===== src/rtl/mips_multicycle_ctrl.sv =====
// Multicycle MIPS control unit: Moore FSM that sequences fetch, decode,
// execute, memory and writeback steps, with memory wait states, illegal
// opcode handling and a retired-instruction counter.
module mips_multicycle_ctrl #(
   parameter int unsigned MEM_WAIT     = 1,
   parameter int unsigned EN_LOGIC_IMM = 1,
   parameter int unsigned TRAP_HALT    = 1,
   parameter int unsigned CNT_W        = 32
) (
   input  logic             clk,
   input  logic             reset,
   input  logic [5:0]       op,
   input  logic             mem_ready,
   output logic             memreq,
   output logic             iord,
   output logic             irwrite,
   output logic             pcwrite,
   output logic             branch,
   output logic             memwrite,
   output logic             regwrite,
   output logic             regdst,
   output logic             memtoreg,
   output logic             alusrca,
   output logic [1:0]       alusrcb,
   output logic [1:0]       immsrc,
   output logic [1:0]       pcsrc,
   output logic [2:0]       aluop,
   output logic             illegal,
   output logic [CNT_W-1:0] instret,
   output logic [3:0]       state
);

   localparam int unsigned ST_W = 4;

   localparam logic [ST_W-1:0] S_IDLE    = 4'd0;
   localparam logic [ST_W-1:0] S_FETCH   = 4'd1;
   localparam logic [ST_W-1:0] S_DECODE  = 4'd2;
   localparam logic [ST_W-1:0] S_MEMADR  = 4'd3;
   localparam logic [ST_W-1:0] S_MEMRD   = 4'd4;
   localparam logic [ST_W-1:0] S_MEMWB   = 4'd5;
   localparam logic [ST_W-1:0] S_MEMWR   = 4'd6;
   localparam logic [ST_W-1:0] S_RTYPEEX = 4'd7;
   localparam logic [ST_W-1:0] S_RTYPEWB = 4'd8;
   localparam logic [ST_W-1:0] S_BEQEX   = 4'd9;
   localparam logic [ST_W-1:0] S_IMMEX   = 4'd10;
   localparam logic [ST_W-1:0] S_IMMWB   = 4'd11;
   localparam logic [ST_W-1:0] S_JEX     = 4'd12;
   localparam logic [ST_W-1:0] S_TRAP    = 4'd13;

   localparam logic [5:0] OP_RTYPE = 6'b000000;
   localparam logic [5:0] OP_J     = 6'b000010;
   localparam logic [5:0] OP_BEQ   = 6'b000100;
   localparam logic [5:0] OP_ADDI  = 6'b001000;
   localparam logic [5:0] OP_ADDIU = 6'b001001;
   localparam logic [5:0] OP_SLTI  = 6'b001010;
   localparam logic [5:0] OP_ANDI  = 6'b001100;
   localparam logic [5:0] OP_ORI   = 6'b001101;
   localparam logic [5:0] OP_XORI  = 6'b001110;
   localparam logic [5:0] OP_LUI   = 6'b001111;
   localparam logic [5:0] OP_LW    = 6'b100011;
   localparam logic [5:0] OP_SW    = 6'b101011;

   logic [ST_W-1:0]  state_q, state_d;
   logic             illegal_q, illegal_d;
   logic [CNT_W-1:0] instret_q, instret_d;
   logic             rdy_c;
   logic             ill_op_c;
   logic             retire_c;

   // Memory handshake; without wait states every access completes at once
   assign rdy_c = (MEM_WAIT != 0) ? mem_ready : 1'b1;

   // State, sticky illegal flag and retired-instruction counter
   always_ff @(posedge clk or negedge reset) begin
      if (!reset) begin
         state_q   <= S_IDLE;
         illegal_q <= 1'b0;
         instret_q <= '0;
      end else begin
         state_q   <= state_d;
         illegal_q <= illegal_d;
         instret_q <= instret_d;
      end
   end

   // Next-state, illegal-opcode detection and retirement counting
   always_comb begin
      state_d   = state_q;
      illegal_d = illegal_q;
      instret_d = instret_q;
      ill_op_c  = 1'b0;
      retire_c  = 1'b0;
      case (state_q)
         S_IDLE:    state_d = S_FETCH;
         S_FETCH:   if (rdy_c) state_d = S_DECODE;
         S_DECODE: begin
            case (op)
               OP_LW, OP_SW:               state_d = S_MEMADR;
               OP_RTYPE:                   state_d = S_RTYPEEX;
               OP_BEQ:                     state_d = S_BEQEX;
               OP_ADDI, OP_ADDIU, OP_LUI:  state_d = S_IMMEX;
               OP_ANDI, OP_ORI, OP_XORI, OP_SLTI: begin
                  if (EN_LOGIC_IMM != 0) state_d = S_IMMEX;
                  else                   ill_op_c = 1'b1;
               end
               OP_J:                       state_d = S_JEX;
               default:                    ill_op_c = 1'b1;
            endcase
            if (ill_op_c) begin
               illegal_d = 1'b1;
               state_d   = (TRAP_HALT != 0) ? S_TRAP : S_FETCH;
            end
         end
         S_MEMADR:  state_d = (op == OP_SW) ? S_MEMWR : S_MEMRD;
         S_MEMRD:   if (rdy_c) state_d = S_MEMWB;
         S_MEMWB:   state_d = S_FETCH;
         S_MEMWR:   if (rdy_c) state_d = S_FETCH;
         S_RTYPEEX: state_d = S_RTYPEWB;
         S_RTYPEWB: state_d = S_FETCH;
         S_BEQEX:   state_d = S_FETCH;
         S_IMMEX:   state_d = S_IMMWB;
         S_IMMWB:   state_d = S_FETCH;
         S_JEX:     state_d = S_FETCH;
         S_TRAP:    state_d = S_TRAP;
         default:   state_d = S_IDLE;
      endcase
      // An instruction retires when its final step hands back to FETCH
      case (state_q)
         S_MEMWB, S_MEMWR, S_RTYPEWB, S_BEQEX, S_IMMWB, S_JEX:
            retire_c = (state_d == S_FETCH);
         default: retire_c = 1'b0;
      endcase
      if (retire_c) instret_d = instret_q + CNT_W'(1);
   end

   // Datapath controls decoded from the current state
   always_comb begin
      memreq   = 1'b0;
      iord     = 1'b0;
      irwrite  = 1'b0;
      pcwrite  = 1'b0;
      branch   = 1'b0;
      memwrite = 1'b0;
      regwrite = 1'b0;
      regdst   = 1'b0;
      memtoreg = 1'b0;
      alusrca  = 1'b0;
      alusrcb  = 2'b00;
      immsrc   = 2'b00;
      pcsrc    = 2'b00;
      aluop    = 3'b000;
      case (state_q)
         S_FETCH: begin
            memreq  = 1'b1;
            alusrcb = 2'b01;
            irwrite = rdy_c;
            pcwrite = rdy_c;
         end
         S_DECODE:  alusrcb = 2'b11;
         S_MEMADR: begin
            alusrca = 1'b1;
            alusrcb = 2'b10;
         end
         S_MEMRD: begin
            memreq = 1'b1;
            iord   = 1'b1;
         end
         S_MEMWB: begin
            regwrite = 1'b1;
            memtoreg = 1'b1;
         end
         S_MEMWR: begin
            memreq   = 1'b1;
            iord     = 1'b1;
            memwrite = 1'b1;
         end
         S_RTYPEEX: begin
            alusrca = 1'b1;
            aluop   = 3'b010;
         end
         S_RTYPEWB: begin
            regwrite = 1'b1;
            regdst   = 1'b1;
         end
         S_BEQEX: begin
            alusrca = 1'b1;
            aluop   = 3'b001;
            branch  = 1'b1;
            pcsrc   = 2'b01;
         end
         S_IMMEX: begin
            alusrca = 1'b1;
            alusrcb = 2'b10;
            case (op)
               OP_LUI:  immsrc = 2'b10;
               OP_ANDI: begin immsrc = 2'b01; aluop = 3'b100; end
               OP_ORI:  begin immsrc = 2'b01; aluop = 3'b011; end
               OP_XORI: begin immsrc = 2'b01; aluop = 3'b101; end
               OP_SLTI: aluop = 3'b110;
               default: ;
            endcase
         end
         S_IMMWB:   regwrite = 1'b1;
         S_JEX: begin
            pcwrite = 1'b1;
            pcsrc   = 2'b10;
         end
         default: ;
      endcase
   end

   assign illegal = illegal_q;
   assign instret = instret_q;
   assign state   = state_q;

endmodule


===== config.mk =====
export PLATFORM = sky130hd
export DESIGN_NAME = mips_multicycle_ctrl
export DESIGN_NICKNAME = d
export VERILOG_FILES = /design/src/rtl/mips_multicycle_ctrl.sv
export SDC_FILE = /design/constraint.sdc
export NUM_CORES = 1
export LEC_CHECK = 0
export CAP_MARGIN = 40
export CORE_UTILIZATION = 43
export CTS_BUF_LIST = sky130_fd_sc_hd__clkbuf_4 sky130_fd_sc_hd__clkbuf_8 sky130_fd_sc_hd__clkbuf_16
export DETAILED_ROUTE_END_ITERATION = 10
export GPL_ROUTABILITY_DRIVEN = 0
export PLACE_DENSITY = 0.77
export REMOVE_ABC_BUFFERS = 1
export SYNTH_ARGS = -nofsm -noshare
export SYNTH_HDL_FRONTEND = slang
export SYNTH_SLANG_ARGS = --single-unit
export TNS_END_PERCENT = 10

===== constraint.sdc =====
create_clock -name clk -period 1.82 [get_ports clk]
set_input_delay 0.364 -clock clk [delete_from_list [all_inputs] [get_ports clk]]
set_output_delay 0.364 -clock clk [all_outputs]
set_load 0.02 [all_outputs]

==> summary.txt <==
Drt
  – Final ANT Viol Nets: 0
  – Via/cell ratio: between 5 and 6
  – Wire per inst: 14.10 microns
  – Starting DRC count in detailed routing: just over 200
  – TritonRoute pass-1 iters: 4
  – Vias after detailed routing: 2236
  – DRT Wirelength: 6078 microns
  – DRC Markers: 0

Placed design
  – Post-place setup slack: -0.6099 ns
  – Area after DPL: 3268 sq um
  – PortBufs: 64
  – Dpl cells: approximately 420
  – Dpl hpwl: 4340 microns

STA
  – FMAX: approximately 0.52 GHz
  – RSZ-0062 raised after global routing: true
  – Worst-Margin Slew: about 0.46 ns
  – Slew headroom: 0.6953
  – Clk_skew: 0.006503 ns
  – Hold Vio Cnt, Final: 0
  – Setup-violating endpoint count in the final report: 15
  – Final worst slack: -0.1060 ns
  – Crit path time final: 1.926 ns
  – Tcrit/Tclk final: 1.058
  – Final count of pins violating max slew: 0
  – Min Hold Slack: 0.1069 ns

Layout
  – Layout cells sized above 1: 0.3709
  – Area Growth Syn to Fin: 64.14%
  – N_diodes: 0
  – Most frequent cells in the layout: buf_4 (55), dfrtp_1 (37), clkdlybuf4s50_1 (36)
  – NumNets Final: 373
  – Post-route cell area: 3551 sq um
  – Commonest non-fill, non-tap cell in the layout: buf_4
  – Non-filler instance count after layout: 431

Global routing
  – Gr usage total: 0.2377
  – First-pass GRT wire length: 9611 microns
  – GRT overflow: 0
  – Initial antenna violation count: 0
  – Vias in the first global route: 2030
  – Largest net degree at the start of global routing: 38

Die
  – Die Span Y: 72.93 microns
  – Row cnt: 25
  – IO Count: 65
  – Die Area: 5319 sq um
  – Die Width: about 73 microns
  – Core ar.: 4786 sq um
  – Initial core utilization: 0.4520

Clocking
  – Root Buffer Master: clkbuf_8
  – Clock Tree Buf Depth: 2
  – Hold Buf Count CTS: 0
  – Clock Latency Late Sink: 0.29 ns
  – H-tree depth: 2
  – CTS buffer count: 5
  – Worst-path clk slew: 0.07 ns
  – Sink Count: 37
  – CTS tree: built

Critical path
  – Setup slack, reg-to-reg: -0.05 ns
  – Max stage delay cell, worst path: dfrtp_1
  – Crit-path cells: buf_6, buf_12, nand2b_4, nor2_2, a21oi_1, o22ai_2, buf_6
  – Setup CP Type: reg -> out
  – Crit. End Element: output port
  – Critical Path RT: 1.46 ns
  – Crit Path Max Fanout: 14
  – Worst Setup EP: regwrite
  – Max stage delay on crit path: about 0.41 ns
  – R2R Path Start: state[2]
  – Critical Path Source: state[2]
  – Crit path top cell by count: buf_6
  – Startpoint Class: flop
  – WP data arrival: 1.56 ns
  – Reg2Reg Depth: 8
  – Worst R2R End: instret[23]

Logic synthesis
  – Top_reg_cell synth: dfrtp_1
  – Syn. warnings: 0
  – Post-synth EDFFs: 0
  – Synthesized area per cell: 8.939 sq um
  – Mapped Area: 2163 sq um
  – Library cells used by synthesis: 43
  – Yosys reg bits: 37
  – Post-Synthesis Cells: 242
  – Seq/Total Area, Yosys: 0.4280
  – Asr flop ratio synth: 1.000

Power
  – Sequential power share: 0.265
  – Combinational fraction of design power: 0.586
  – IR drop worst, VDD: 0.001100 V
  – Switching Fraction: 0.4075
  – Pwr per Cell Area: 1055 nW/um^2
  – Leakage: 1.753 nW
  – Sw Pwr: between 0.0015 and 0.002 W
  – Int Power: 0.002220 W
  – Clock power frac: 0.149

Job
  – MaxCap Viol Count: 0

Status
  – Status: finished with violations
  – Violated checks: setup timing

Min path
  – Type of the worst min-delay path: in -> async
==> worst min-delay path by stage <==
stage | startpoint | endpoint | slack (ns) | cells after the start
final | reset | instret[23] | 0.11 | 2
after global routing | reset | instret[11] | 0.15 | 2
after CTS | reset | instret[22] | 0.12 | 2
after detailed placement | reset | instret[18] | 0.43 | 2
after global placement | reset | instret[18] | 0.43 | 2
after floorplan | reset | illegal | 0.07 | 0
==> per-layer routing <==
metal / track usage / vias up / routed length (microns)
met4: 0.06318 / 0 / 110
met1: 0.3193 / 1077 / 2711
met2: 0.3853 / 62 / 2981
met3: 0.05663 / 11 / 275
met5: 0 / - / 0
li1: - / 1086 / -
==> worst max-delay path, delay by kind of cell, from the launching register on <==
kind / cells / cell delay, ns
and+or+nand+nor: 2 / 0.28
DFF: 1 / 0.41
buffers and inverters: 3 / 0.40
AOI/OAI and AO/OA: 2 / 0.17
==> registers in the layout (all words and copies together), names as in the netlist <==
name and flops:
state 4, illegal 1, instret 32
==> cells by family (layout without fill, tap and decap cells) <==
kind of cell	after synthesis	count (layout)	share of synthesized area
DFF	37	37	0.4280
buffers and inverters	14	136	0.02487
AOI/OAI and AO/OA	35	35	0.1174
adders and majority gates	1	1	0.005783
and+or+nand+nor	122	122	0.2903
xor gates and xnor gates	33	33	0.1336
==> layout make-up <==
cell class	instances	area (sq um)
Timing Repair Buffer	121	1064
Clock inverter	2	10.01
Sequential cell	37	925.9
Multi-Input combinational cell	191	1365
Inverter	7	26.28
Tap cell	67	83.83
Fill cell	344	1235
Clock buffer	6	76.32
==> cell usage after synthesis (6+ instances only) <==
cell / count / area (sq um)
nand2b_1: 6 / 37.54
inv_1: 7 / 26.28
xor2_1: 24 / 210.2
nor2b_1: 6 / 37.54
nand3_1: 14 / 70.07
nor3_1: 15 / 75.07
and3_1: 6 / 37.54
nor2_1: 27 / 101.4
nand2_1: 30 / 112.6
a21oi_1: 7 / 35.03
o21ai_0: 8 / 40.04
dfrtp_1: 37 / 925.9
xnor2_1: 9 / 78.83
==> metrics by stage <==
step | total power (W) | utilization | setup TNS, ns
4_1_cts | 0.003574 | 0.7088 | -0.4508
2_1_floorplan | 0.001906 | - | -1.474
3_3_place_gp | 0.002919 | 0.6829 | -9.066
3_5_place_dp | 0.002937 | 0.6829 | -9.869
6_report | 0.003747 | 0.7420 | -0.6018
5_1_grt | 0.003945 | 0.7420 | -2.508
==> power groups by stage <==
stage               Sequential, W  Clock [W]  Combinational (W)
CTS                      0.000985   0.000579            0.00201
global placement         0.000986          0            0.00193
floorplan                 0.00123          0           0.000680
finish                   0.000993   0.000560            0.00219
global route              0.00100   0.000622            0.00232
detailed placement       0.000990          0            0.00195
==> timing repair <==
item	CTS	global route
buffers inserted	1	2
pin swaps	7	11
endpoints found under the setup margin	45	44
resized for setup	108	50
Power figures use the tool's default switching activity.
